$ cat src/rtl/counter_snapshot_sequencer_if.sv
// Host-side readout bus of the counter snapshot sequencer.
//   data_out    word being presented
//   data_index  counter index of data_out
//   data_valid  data_out/data_index are valid
//   data_ack    host consumes the word when high together with data_valid
// master: the sequencer (drives the word), slave: the host (drives ack).
interface counter_snapshot_sequencer_if #(
    parameter int WIDTH = 8,
    parameter int IDX_W = 2
);
    logic [WIDTH-1:0] data_out;
    logic [IDX_W-1:0] data_index;
    logic             data_valid;
    logic             data_ack;

    modport master (
        output data_out, data_index, data_valid,
        input  data_ack
    );

    modport slave (
        input  data_out, data_index, data_valid,
        output data_ack
    );
endinterface

$ cat src/rtl/counter_snapshot_sequencer.sv
// Coherent snapshot and sequenced readout of NB_COUNTERS quadrature counters.
// A start request in IDLE captures every counter on the same edge. The block
// then presents one word per counter, in index order, over a valid/ack
// handshake. Each word is either the raw count or the wrapped delta since the
// previous snapshot.
// Ports:
//   clk, rst    clock and synchronous active-high reset
//   count_in    concatenated counters, counter 0 in the LSBs
//   start       snapshot request
//   delta_mode  word format latched with an accepted start (1 = delta)
//   busy        transfer in progress
//   overrun     sticky: start was seen while busy; cleared by an accepted start
//   bus         readout handshake (data_out/data_index/data_valid/data_ack)

// One counter lane: snapshot register, previous snapshot, word formatter.
module counter_snapshot_lane #(
    parameter int WIDTH = 8
) (
    input  logic             clk,
    input  logic             rst,
    input  logic             capture,
    input  logic             delta,
    input  logic [WIDTH-1:0] count,
    output logic [WIDTH-1:0] word
);
    logic [WIDTH-1:0] snap;
    logic [WIDTH-1:0] prev;

    always_ff @(posedge clk) begin
        if (rst) begin
            snap <= '0;
            prev <= '0;
        end else if (capture) begin
            snap <= count;
            prev <= snap;
        end
    end

    // Modular subtraction gives the signed movement in two's complement,
    // correct across counter wrap as long as it moved < 2^(WIDTH-1).
    assign word = delta ? (snap - prev) : snap;
endmodule

module counter_snapshot_sequencer #(
    parameter int NB_COUNTERS = 4,
    parameter int WIDTH       = 8
) (
    input  logic                         clk,
    input  logic                         rst,
    input  logic [NB_COUNTERS*WIDTH-1:0] count_in,
    input  logic                         start,
    input  logic                         delta_mode,
    output logic                         busy,
    output logic                         overrun,
    counter_snapshot_sequencer_if.master bus
);
    localparam int IDX_W = (NB_COUNTERS > 1) ? $clog2(NB_COUNTERS) : 1;
    localparam logic [IDX_W-1:0] LAST = IDX_W'(NB_COUNTERS - 1);

    typedef enum logic [0:0] {IDLE, PRESENT} state_t;

    state_t                              state, state_nx;
    logic [IDX_W-1:0]                    idx, idx_nx;
    logic                                capture;
    logic                                last_ld;
    logic                                final_ack;
    logic                                overrun_nx;
    logic                                mode;
    logic [WIDTH-1:0]                    last_word;
    logic [NB_COUNTERS-1:0][WIDTH-1:0]   cnt;
    logic [NB_COUNTERS-1:0][WIDTH-1:0]   words;

    assign cnt = count_in;

    // All lanes share one capture strobe, so the snapshot is coherent.
    for (genvar i = 0; i < NB_COUNTERS; i++) begin : g_lane
        counter_snapshot_lane #(.WIDTH(WIDTH)) u_lane (
            .clk     (clk),
            .rst     (rst),
            .capture (capture),
            .delta   (mode),
            .count   (cnt[i]),
            .word    (words[i])
        );
    end

    assign final_ack = (state == PRESENT) && bus.data_ack && (idx == LAST);

    always_comb begin
        state_nx   = state;
        idx_nx     = idx;
        capture    = 1'b0;
        last_ld    = 1'b0;
        overrun_nx = overrun;
        case (state)
            IDLE: begin
                if (start) begin
                    capture    = 1'b1;
                    state_nx   = PRESENT;
                    idx_nx     = '0;
                    overrun_nx = 1'b0;
                end
            end
            PRESENT: begin
                if (bus.data_ack) begin
                    if (idx == LAST) begin
                        last_ld  = 1'b1;
                        state_nx = IDLE;
                        idx_nx   = '0;
                    end else begin
                        idx_nx = idx + IDX_W'(1);
                    end
                end
                // A start coinciding with the final ack is treated as an idle
                // start so back-to-back snapshots lose no cycle.
                if (start) begin
                    if (final_ack) begin
                        capture    = 1'b1;
                        state_nx   = PRESENT;
                        idx_nx     = '0;
                        overrun_nx = 1'b0;
                    end else begin
                        overrun_nx = 1'b1;
                    end
                end
            end
            default: state_nx = IDLE;
        endcase
    end

    always_ff @(posedge clk) begin
        if (rst) begin
            state     <= IDLE;
            idx       <= '0;
            mode      <= 1'b0;
            overrun   <= 1'b0;
            last_word <= '0;
        end else begin
            state   <= state_nx;
            idx     <= idx_nx;
            overrun <= overrun_nx;
            if (capture) mode      <= delta_mode;
            if (last_ld) last_word <= words[LAST];
        end
    end

    // Outside a transfer the bus keeps showing the last word delivered.
    assign busy           = (state == PRESENT);
    assign bus.data_valid = busy;
    assign bus.data_index = idx;
    assign bus.data_out   = busy ? words[idx] : last_word;
endmodule

$ cat src/flat_wrapper.sv
// flat-port wrapper written by rule: the top's interface ports become plain ports
module counter_snapshot_sequencer_flat 
#(
    parameter int NB_COUNTERS = 4,
    parameter int WIDTH       = 8
)
  (clk, rst, count_in, start, delta_mode, busy, overrun, bus_data_out, bus_data_index, bus_data_valid, bus_data_ack);
  counter_snapshot_sequencer_if #(.WIDTH(WIDTH), .IDX_W(2)) bus_i ();
  input  logic clk;
  input  logic rst;
  input  logic [NB_COUNTERS*WIDTH-1:0] count_in;
  input  logic start;
  input  logic delta_mode;
  output logic busy;
  output logic overrun;
  output wire logic [$bits(bus_i.data_out)-1:0] bus_data_out;
  output wire logic [$bits(bus_i.data_index)-1:0] bus_data_index;
  output wire logic [$bits(bus_i.data_valid)-1:0] bus_data_valid;
  input wire logic [$bits(bus_i.data_ack)-1:0] bus_data_ack;
  assign bus_data_out = bus_i.data_out;
  assign bus_data_index = bus_i.data_index;
  assign bus_data_valid = bus_i.data_valid;
  assign bus_i.data_ack = bus_data_ack;
  counter_snapshot_sequencer #(.NB_COUNTERS(NB_COUNTERS), .WIDTH(WIDTH)) u_core (.clk(clk), .rst(rst), .count_in(count_in), .start(start), .delta_mode(delta_mode), .busy(busy), .overrun(overrun), .bus(bus_i));
endmodule
$ cat config.mk
export PLATFORM = sky130hd
export DESIGN_NAME = counter_snapshot_sequencer_flat
export DESIGN_NICKNAME = d
export VERILOG_FILES = /design/src/rtl/counter_snapshot_sequencer_if.sv /design/src/rtl/counter_snapshot_sequencer.sv /design/src/flat_wrapper.sv
export SDC_FILE = /design/constraint.sdc
export NUM_CORES = 1
export LEC_CHECK = 0
export BUFFER_PORTS_ARGS = -buffer_cell sky130_fd_sc_hd__buf_2
export CAP_MARGIN = 20
export CORE_MARGIN = 2
export CORE_UTILIZATION = 59
export DETAILED_ROUTE_END_ITERATION = 16
export HOLD_SLACK_MARGIN = 0.1
export PLACE_DENSITY = 0.8
export SYNTH_ARGS = -nofsm -noshare
export SYNTH_HDL_FRONTEND = slang
export SYNTH_SLANG_ARGS = --single-unit
$ cat constraint.sdc
create_clock -name clk -period 3.9 [get_ports clk]
set_input_delay 0.78 -clock clk [delete_from_list [all_inputs] [get_ports clk]]
set_output_delay 0.78 -clock clk [all_outputs]
set_load 0.05 [all_outputs]
==> impl_metrics.csv, run 1 <==
group,metric,value,unit
routing,first_pass_iters,5,
job,maxCapViolations,0,
synthesis,syn_inst,587,
timing,clock_skew,0.00929,ns
timing,relSlewSlack,0.419,
clocking,clockRootBuffer,"clkbuf_8",
worst_setup_path,endpoint_kind,"primary output",
finish,area_delta_synth_final,10.1,%
floorplan,ios,50,
synthesis,avgSynthCellArea,7.73,um^2
synthesis,synth_seq_cells,77,
worst_setup_path,cp_num_cells,12,
timing,finalHoldViolCount,0,
grt,grt_start_max_net_pins,50,
timing,finalMaxSlewViolations,0,
floorplan,fp.dieW,91.7,um
grt,antenna_found_initial,0,
worst_setup_path,startpoint,"u_core.g_lane[3].u_lane.snap[0]",
floorplan,num_rows,31,
routing,drc,0,
worst_setup_path,crit_family,"compound AO/OA/AOI/OAI gates",
grt,grt_pass1_vias,3946,
timing,setup_viol,0,
power,p_per_area,355,nW/um^2
worst_setup_path,path_max_fanout,4,
worst_setup_path,crit_end,"bus_data_out[6]",
placed_design,portBuffers,49,
power,ir_drop,0.000168,V
grt,grtUsageTotal,0.264,
finish,regArea,1540,um^2
floorplan,die_h,91.7,um
routing,post_drt_wl_per_cell,14.7,um
routing,vias,4161,
timing,fin_ws,0.101,ns
worst_setup_path,cpMostUsedCell,"inv_1",
clocking,cts_tree,"done",
routing,drtIter0Drc,260,
placed_design,hpwl,7610,um
floorplan,core_area,7330,um^2
grt,overflow,0,
finish,multiInputGateArea,2730,um^2
power,p_leak,1.90,nW
clocking,cts_inserted_buffers,9,
clocking,cts_buffer_depth,2,
synthesis,synth-edff-count,0,
placed_design,routabilityCongestion,0.865,
synthesis,syn_area,4540,um^2
worst_setup_path,crit_slowest_cell,"mux4_2",
synthesis,seq_area_frac_synth,0.340,
worst_setup_path,path_buf_inv,3,
finish,drive_above_1_share,0.141,
placed_design,place_area,4840,um^2
worst_setup_path,slowest_delay,0.48,ns
worst_setup_path,worstPathArrival,3.02,ns
synthesis,async_flop_share,0,
clocking,cts_sinks,77,
clocking,postCtsSetupRepairBufs,0,
worst_setup_path,crit_type,"reg2out",
synthesis,syn_nets,657,
clocking,insertion_delay,0.34,ns
finish,post-route-util,0.682,
finish,num_antenna_cells,0,
floorplan,start_util,0.619,
status,outcome,"finished, final reports clean",
routing,via_per_inst,5.76,
clocking,htree_levels,3,
finish,final_cell_area,5000,um^2
timing,holdWs,0.451,ns
min_path,hold_path.class,"reg2reg",
timing,clock.fmax,263,MHz
worst_setup_path,r2r_slack,1.60,ns
worst_setup_path,required,3.12,ns
worst_setup_path,worstPathCellList,"inv_1 -> ha_1 -> inv_1 -> fa_1 -> a211oi_2 -> o21bai_1 -> a21oi_1 -> xnor2_1 -> mux4_2 -> o22ai_1 -> nor2_1 -> buf_2",
synthesis,synth.distinct_cells,55,
worst_setup_path,start_kind,"register",
floorplan,die-area,8410,um^2
clocking,clk_pin_slew_worst_paths,0.08,ns
timing,period_minus_slack,3.80,ns
power,total_power,0.00177,W
timing,tightestPinTransition,0.872,ns
synthesis,postSynth.topFlopCell,"dfxtp_1",
routing,routed_wl,10600,um
routing,detail-route-antenna-nets,0,
timing,period_share,0.974,
finish,final.fill_count,609,
worst_setup_path,r2r-end,"u_core.g_lane[3].u_lane.snap[0]",
finish,nets,691,
worst_setup_path,reg2regPathDepth,6,
grt,grt_first_pass_wirelength,18200,um
placed_design,place_ws,0.495,ns
worst_setup_path,r2r_start,"u_core.bus.data_index[0]",
synthesis,synth_warnings,0,
## worst min path at each step
stage,start,endpoint,slack [ns],depth (start not counted)
floorplan,u_core.last_word[0],u_core.last_word[0],0.43,2
global placement,u_core.last_word[0],u_core.last_word[0],0.44,2
detailed placement,u_core.last_word[0],u_core.last_word[0],0.44,2
CTS,u_core.last_word[0],u_core.last_word[0],0.45,2
global route,u_core.g_lane[2].u_lane.prev[5],u_core.g_lane[2].u_lane.prev[5],0.48,2
finish,u_core.last_word[0],u_core.last_word[0],0.45,2
## logic make-up after synthesis
family | count (synthesis) | synth area share
xor gates and xnor gates | 15 | 0.0290
buffers and inverters | 72 | 0.0629
and+or+nand+nor | 207 | 0.189
AOI/OAI and AO/OA | 167 | 0.224
adders and majority gates | 33 | 0.0976
muxes | 16 | 0.0574
DFF | 77 | 0.340
## worst register-to-register path, delay by kind of cell (launching register included)
family | cells | cell delay, ns
flops | 1 | 0.77
simple gates | 2 | 0.48
buf+inv | 1 | 0.35
fa+ha+maj | 1 | 0.34
compound gates | 2 | 0.29
## synthesized netlist by cell type, types with 2 or more instances
library cell,instances,area [um^2]
ha_1,29,363
a31oi_1,6,37.5
o21a_1,4,30.0
o221ai_1,3,26.3
a31o_1,2,17.5
nor2b_1,2,12.5
nor2_1,25,93.8
nand3_1,5,25.0
o31a_1,2,17.5
clkbuf_1,25,93.8
xnor2_1,8,70.1
o21ai_1,3,15.0
a211oi_1,12,90.1
nor3_1,7,35.0
o21bai_1,3,22.5
inv_1,34,128
nand4b_1,2,17.5
a21o_1,11,82.6
nand4_1,2,12.5
nand2_1,148,556
a21oi_1,92,460
mux2i_1,8,80.1
mux4_2,8,180
o211ai_1,4,30.0
nand2b_1,4,25.0
o21ai_0,11,55.1
or3_1,7,43.8
buf_1,7,26.3
fa_1,4,80.1
dfxtp_1,77,1540
nand3b_1,2,15.0
xor2_1,7,61.3
## flip-flops by register name, indices dropped and copies added (netlist names)
register                   count
u_core.bus.data_index          2
u_core.last_word               8
u_core.g_lane.u_lane.prev     32
u_core.overrun                 1
u_core.g_lane.u_lane.snap     32
u_core.bus.data_valid          1
u_core.mode                    1
## per-layer routing
layer	GRT usage	vias up	part of all wire
met1	0.375	1911	0.46
met3	0.0329	22	0.063
met2	0.408	147	0.45
li1	-	2081	-
met5	0	-	0
met4	0.108	0	0.023
## placed cells by master, fill, tap and decap left out, types with 8 or more instances in the layout
cell,netlist,layout
nor2_1,25,25
o21ai_0,11,11
ha_1,29,29
a211oi_1,12,11
dfxtp_1,77,77
a21o_1,11,11
xnor2_1,8,8
a21oi_1,92,92
clkbuf_8,0,10
buf_4,1,9
nand2_1,148,148
inv_1,34,34
buf_2,1,49
mux4_2,8,8
mux2i_1,8,8
## layout make-up
class	count	share of cell area
clock buffers	10	0.0275
multi-input cells	438	0.545
inverters	37	0.0283
clock inverters	3	0.00300
flip-flops and latches	77	0.308
well taps	99	0.0248
repair buffers	58	0.0626
## power breakdown
part | internal (W) | total [W] | switching [W]
combinational | 0.000166 | 0.000416 | 0.000250
sequential | 0.000816 | 0.000851 | 0.0000351
clock | 0.000235 | 0.000505 | 0.000271
## metrics by stage
| stage | std cells | setup TNS, ns |
|---|---|---|
| detailed placement | 709 | 0 |
| CTS | 722 | 0 |
| floorplan | 587 | 0 |
| global placement | 709 | 0 |
| finish | 722 | 0 |
| global route | 722 | -0.000734 |
## timing repair
| item | in CTS | in global routing |
|---|---|---|
| endpoints found under the setup margin | 0 | 1 |
| resized for setup | 0 | 1 |
| hold buffers | 0 | 0 |
No activity file was read; power rests on OpenSTA's default activity.
==> run 2, diff against run 1 <==
--- a/config.mk
+++ b/config.mk
@@ -12,6 +12,7 @@
 export DETAILED_ROUTE_END_ITERATION = 16
 export HOLD_SLACK_MARGIN = 0.1
 export PLACE_DENSITY = 0.8
+export REMOVE_ABC_BUFFERS = 1
 export SYNTH_ARGS = -nofsm -noshare
 export SYNTH_HDL_FRONTEND = slang
 export SYNTH_SLANG_ARGS = --single-unit
==> constraint.sdc (replaced) <==
create_clock -name clk -period 3.9 [get_ports clk]
set_input_delay 0.39 -clock clk [delete_from_list [all_inputs] [get_ports clk]]
set_output_delay 0.39 -clock clk [all_outputs]
set_load 0.05 [all_outputs]
==> run 2 against run 1 <==
  * Combinational power increased by 2%
  * Largest power group unchanged
  * Cell area increased by 1.8%
  * Critical path depth unchanged
  * Fmax grew 8.6%
  * Largest cell class unchanged
  * Wire length up 0.75%
  * Cell count rose by 0.28%
  * Sequential power hardly changed
==> impl_metrics.csv, run 2 (synthesis results as in run 1) <==
group,metric,value,unit
status,outcome,"finished, final reports clean",
routing,detail-route-antenna-nets,0,
finish,final.fill_count,624,
floorplan,num_rows,31,
placed_design,place_ws,0.849,ns
placed_design,portBuffers,49,
finish,nets,691,
finish,regArea,1540,um^2
timing,period_share,0.897,
clocking,cts_hold_buf,0,
clocking,cts_inserted_buffers,9,
clocking,cts_tree,"done",
min_path,holdPathStages,3,
min_path,hold_path.class,"in2reg",
timing,setup_viol,0,
worst_setup_path,startpoint,"u_core.g_lane[2].u_lane.snap[0]",
placed_design,hpwl,7350,um
timing,finalMaxSlewViolations,0,
timing,rsz0062_at_grt,"false",
routing,via_per_inst,5.70,
timing,finalHoldViolCount,0,
clocking,clockRootBuffer,"clkbuf_8",
finish,multiInputGateArea,2720,um^2
timing,relSlewSlack,0.549,
power,p_leak,1.93,nW
worst_setup_path,path_max_fanout,3,
finish,num_antenna_cells,0,
floorplan,die_h,91.7,um
timing,setup_tns,0,ns
min_path,hold_path.startpoint,"count_in[22]",
worst_setup_path,start_kind,"register",
finish,area_delta_synth_final,12.1,%
power,ir_drop,0.000254,V
timing,clock.fmax,286,MHz
clocking,cts_resized,0,
routing,routed_wl,10700,um
grt,overflow,0,
routing,post_drt_wl_per_cell,14.8,um
worst_setup_path,r2r-end,"u_core.g_lane[2].u_lane.prev[3]",
worst_setup_path,endpoint_kind,"primary output",
worst_setup_path,crit_type,"reg2out",
finish,reg_top3,"u_core.g_lane.u_lane.prev x32, u_core.g_lane.u_lane.snap x32, u_core.last_word x8",
timing,clock_skew,0.00673,ns
worst_setup_path,r2r_start,"u_core.bus.data_index[1]",
job,maxCapViolations,0,
clocking,insertion_delay,0.36,ns
floorplan,fp.dieW,91.7,um
clocking,cts_sinks,77,
worst_setup_path,required,3.51,ns
floorplan,core_area,7330,um^2
timing,tightestPinTransition,0.677,ns
grt,antenna_found_initial,0,
worst_setup_path,reg2regPathDepth,6,
timing,fin_ws,0.401,ns
routing,vias,4129,
grt,grt_first_pass_wirelength,18200,um
clocking,postCtsSetupRepairBufs,0,
finish,mostFrequentLayoutCells,"148 x nand2_1, 92 x a21oi_1, 77 x dfxtp_1",
timing,period_minus_slack,3.50,ns
grt,grt_pass1_vias,3916,
clocking,clk_pin_slew_worst_paths,0.08,ns
routing,drtIter0Drc,287,
floorplan,die-area,8410,um^2
clocking,htree_levels,3,
routing,drc,0,
finish,layout_commonest_cell,"nand2_1",
worst_setup_path,worstPathArrival,3.11,ns
routing,first_pass_iters,5,
min_path,min_to,"u_core.g_lane[2].u_lane.snap[6]",
floorplan,ios,50,
finish,drive_above_1_share,0.142,
power,p_per_area,392,nW/um^2
floorplan,start_util,0.619,
clocking,cts_buffer_depth,2,
worst_setup_path,r2r_slack,1.46,ns
placed_design,routabilityCongestion,0.879,
grt,grt_start_max_net_pins,61,
grt,grtUsageTotal,0.267,
==> run 2: cell types whose count changed in the layout (fill, tap and decap cells not counted) <==
cell        previous run  this run
clkinv_2               3         1
inv_6                  0         1
clkbuf_8              10         9
clkinvlp_4             0         1
a211oi_1              11        12
bufinv_16              0         3
buf_12                 0         1
buf_4                  9         8
a211oi_2               1         0
==> run 2: where the power goes <==
group | total [W] | leakage, nW | switching [W] | internal [W]
registers | 0.000848 | 0.627 | 0.0000319 | 0.000816
clock network | 0.000725 | 0.116 | 0.000302 | 0.000422
logic | 0.000423 | 1.19 | 0.000256 | 0.000167
total | 0.00200 | 1.93 | 0.000591 | 0.00141
==> run 2: worst max path at each step <==
stage / to / slack (ns) / depth (start not counted)
floorplan: u_core.bus.data_index[1] / -0.34 / 4
global placement: bus_data_out[6] / 0.93 / 12
detailed placement: bus_data_out[6] / 0.85 / 12
CTS: bus_data_out[6] / 0.43 / 12
global route: bus_data_out[6] / 0.22 / 12
finish: bus_data_out[6] / 0.40 / 12
==> run 2: final cells by class <==
class                           count  share of cell area
Tap cell                           99              0.0243
Timing Repair Buffer               58              0.0639
Clock buffer                        9              0.0243
Sequential cell                    77               0.303
Clock inverter                      6              0.0219
Multi-Input combinational cell    438               0.535
Inverter                           37              0.0278
==> run 2: worst max-delay path, cell delays in order (launching register included) <==
cell	delay (ns)
dfxtp_1	0.33
inv_1	0.07
ha_1	0.17
inv_1	0.06
fa_1	0.42
a211oi_1	0.28
o21bai_1	0.12
a21oi_1	0.28
xnor2_1	0.10
mux4_2	0.46
o22ai_1	0.17
nor2_1	0.08
buf_2	0.22
==> run 2: layer usage <==
| metal | wire [um] | vias up | GRT usage |
|---|---|---|---|
| li1 | - | 2086 | - |
| met1 | 4790 | 1906 | 0.341 |
| met2 | 5200 | 120 | 0.455 |
| met3 | 569 | 17 | 0.0633 |
| met4 | 161 | 0 | 0.0672 |
| met5 | 0 | - | 0 |
==> run 2: per-stage QoR <==
| step | cell area [um^2] | total power [W] | util | hold slack, ns | instances |
|---|---|---|---|---|---|
| 6_report | 5090 | 0.00200 | 0.694 | 0.262 | 724 |
| 5_1_grt | 5090 | 0.00208 | 0.694 | 0.253 | 724 |
| 4_1_cts | 5070 | 0.00200 | 0.691 | 0.253 | 723 |
| 3_5_place_dp | 4830 | 0.00128 | 0.659 | 0.443 | 708 |
| 3_3_place_gp | 4830 | 0.00126 | 0.659 | 0.437 | 708 |
| 2_1_floorplan | 4390 | 0.00116 | - | 0.421 | 552 |
==> run 3, diff against run 2 <==
--- a/config.mk
+++ b/config.mk
@@ -8,10 +8,10 @@
 export BUFFER_PORTS_ARGS = -buffer_cell sky130_fd_sc_hd__buf_2
 export CAP_MARGIN = 20
 export CORE_MARGIN = 2
-export CORE_UTILIZATION = 59
+export CORE_UTILIZATION = 55
 export DETAILED_ROUTE_END_ITERATION = 16
 export HOLD_SLACK_MARGIN = 0.1
-export PLACE_DENSITY = 0.8
+export PLACE_DENSITY = 0.76
 export REMOVE_ABC_BUFFERS = 1
 export SYNTH_ARGS = -nofsm -noshare
 export SYNTH_HDL_FRONTEND = slang
==> run 3 against run 2 <==
  * Clock power shrank 5.9%
  * First-iteration DRC count shrank 9.1%
  * Setup slack lost 0.064 ns
  * Critical endpoint unchanged
  * Largest cell class unchanged
==> impl_metrics.csv, run 3 (synthesis results as in run 1) <==
group,metric,value,unit
clocking,cts_tree,"done",
timing,finalHoldViolCount,0,
grt,antenna_found_initial,0,
timing,rsz0062_at_grt,"false",
power,p_leak,1.92,nW
finish,reg_top3,"u_core.g_lane.u_lane.prev x32, u_core.g_lane.u_lane.snap x32, u_core.last_word x8",
clocking,cts_resized,0,
finish,drive_above_1_share,0.141,
worst_setup_path,crit_slowest_cell,"mux4_2",
clocking,clk_pin_slew_worst_paths,0.09,ns
placed_design,routabilityCongestion,0.875,
floorplan,start_util,0.561,
routing,detail-route-antenna-nets,0,
finish,area_delta_synth_final,11.7,%
floorplan,ios,50,
timing,relSlewSlack,0.510,
grt,overflow,0,
floorplan,die-area,8990,um^2
clocking,postCtsSetupRepairBufs,0,
timing,tightestPinTransition,0.735,ns
grt,grt_first_pass_wirelength,17700,um
worst_setup_path,worstPathCellList,"inv_1 -> ha_1 -> inv_1 -> fa_1 -> a211oi_1 -> o21bai_1 -> a21oi_1 -> xnor2_1 -> mux4_2 -> o22ai_1 -> nor2_1 -> buf_2",
worst_setup_path,endpoint_kind,"primary output",
routing,post_drt_wl_per_cell,14.7,um
placed_design,hpwl,7630,um
clocking,htree_levels,3,
routing,drtIter0Drc,261,
clocking,cts_inserted_buffers,9,
grt,grtUsageTotal,0.249,
floorplan,fp.dieW,94.8,um
worst_setup_path,cpMostUsedCell,"inv_1",
routing,drc,0,
power,p_per_area,385,nW/um^2
worst_setup_path,r2r_start,"u_core.g_lane[3].u_lane.snap[0]",
floorplan,core_area,8090,um^2
clocking,insertion_delay,0.35,ns
grt,grt_start_max_net_pins,40,
timing,holdWs,0.266,ns
power,total_power,0.00195,W
routing,routed_wl,10700,um
finish,num_antenna_cells,0,
placed_design,portBuffers,49,
timing,setup_viol,0,
worst_setup_path,start_kind,"register",
status,outcome,"finished, final reports clean",
timing,clock.fmax,281,MHz
worst_setup_path,path_max_fanout,4,
worst_setup_path,required,3.51,ns
job,maxCapViolations,0,
timing,period_minus_slack,3.56,ns
finish,layout_commonest_cell,"nand2_1",
routing,first_pass_iters,5,
min_path,hold_path.class,"in2reg",
timing,setup_tns,0,ns
finish,post-route-util,0.626,
min_path,hold_path.startpoint,"count_in[29]",
routing,via_per_inst,5.68,
routing,vias,4142,
worst_setup_path,slowest_delay,0.46,ns
floorplan,num_rows,33,
timing,clock_skew,0.0101,ns
worst_setup_path,worstPathArrival,3.17,ns
grt,grt_pass1_vias,3789,
clocking,cts_hold_buf,0,
clocking,clockRootBuffer,"clkbuf_8",
worst_setup_path,startpoint,"u_core.g_lane[3].u_lane.snap[0]",
power,ir_drop,0.000264,V
timing,period_share,0.913,
worst_setup_path,crit_type,"reg2out",
finish,nets,689,
timing,finalMaxSlewViolations,0,
clocking,cts_sinks,77,
clocking,cts_buffer_depth,2,
floorplan,die_h,94.8,um
finish,mostFrequentLayoutCells,"148 x nand2_1, 92 x a21oi_1, 77 x dfxtp_1",
[run 3: area by class of cell]
class / count / area, um^2
Inverter: 37 / 141
Tap cell: 105 / 131
Fill cell: 726 / 3020
Multi-Input combinational cell: 438 / 2720
Timing Repair Buffer: 56 / 310
Clock buffer: 10 / 138
Clock inverter: 6 / 86.3
Sequential cell: 77 / 1540
[run 3: critical path, delay by kind of cell (launching register included)]
| kind | cells | cell delay [ns] |
|---|---|---|
| compound gates | 4 | 0.86 |
| xor+xnor | 1 | 0.10 |
| fa+ha+maj | 2 | 0.61 |
| buf+inv | 3 | 0.37 |
| flops | 1 | 0.34 |
| mux | 1 | 0.46 |
| simple gates | 1 | 0.09 |
[run 3: report_power, final]
| group | switching, W | internal [W] |
|---|---|---|
| Clock | 0.000305 | 0.000377 |
| Combinational | 0.000256 | 0.000166 |
| Sequential | 0.0000325 | 0.000816 |
| Total | 0.000593 | 0.00136 |
[run 3: worst paths after layout]
path                                           to  slack (ns)  depth (start not counted)
hold / removal    u_core.g_lane[3].u_lane.snap[5]        0.27                          3
hold reg to reg   u_core.g_lane[3].u_lane.prev[6]        0.46                          2
setup / recovery                  bus_data_out[6]        0.34                         12
setup reg to reg              u_core.last_word[6]        1.60                         10
[run 3: metrics by stage]
stage,setup WS (ns),area (um^2),cells
finish,0.338,5070,729
global route,0.161,5070,729
CTS,0.338,5070,729
detailed placement,0.784,4840,713
global placement,0.918,4840,713
floorplan,-0.336,4390,552
[run 3: per-layer routing]
layer / part of all wire / global-route usage
met5: 0 / 0
met4: 0.020 / 0.0990
met3: 0.043 / 0.0335
met2: 0.46 / 0.390
met1: 0.48 / 0.346
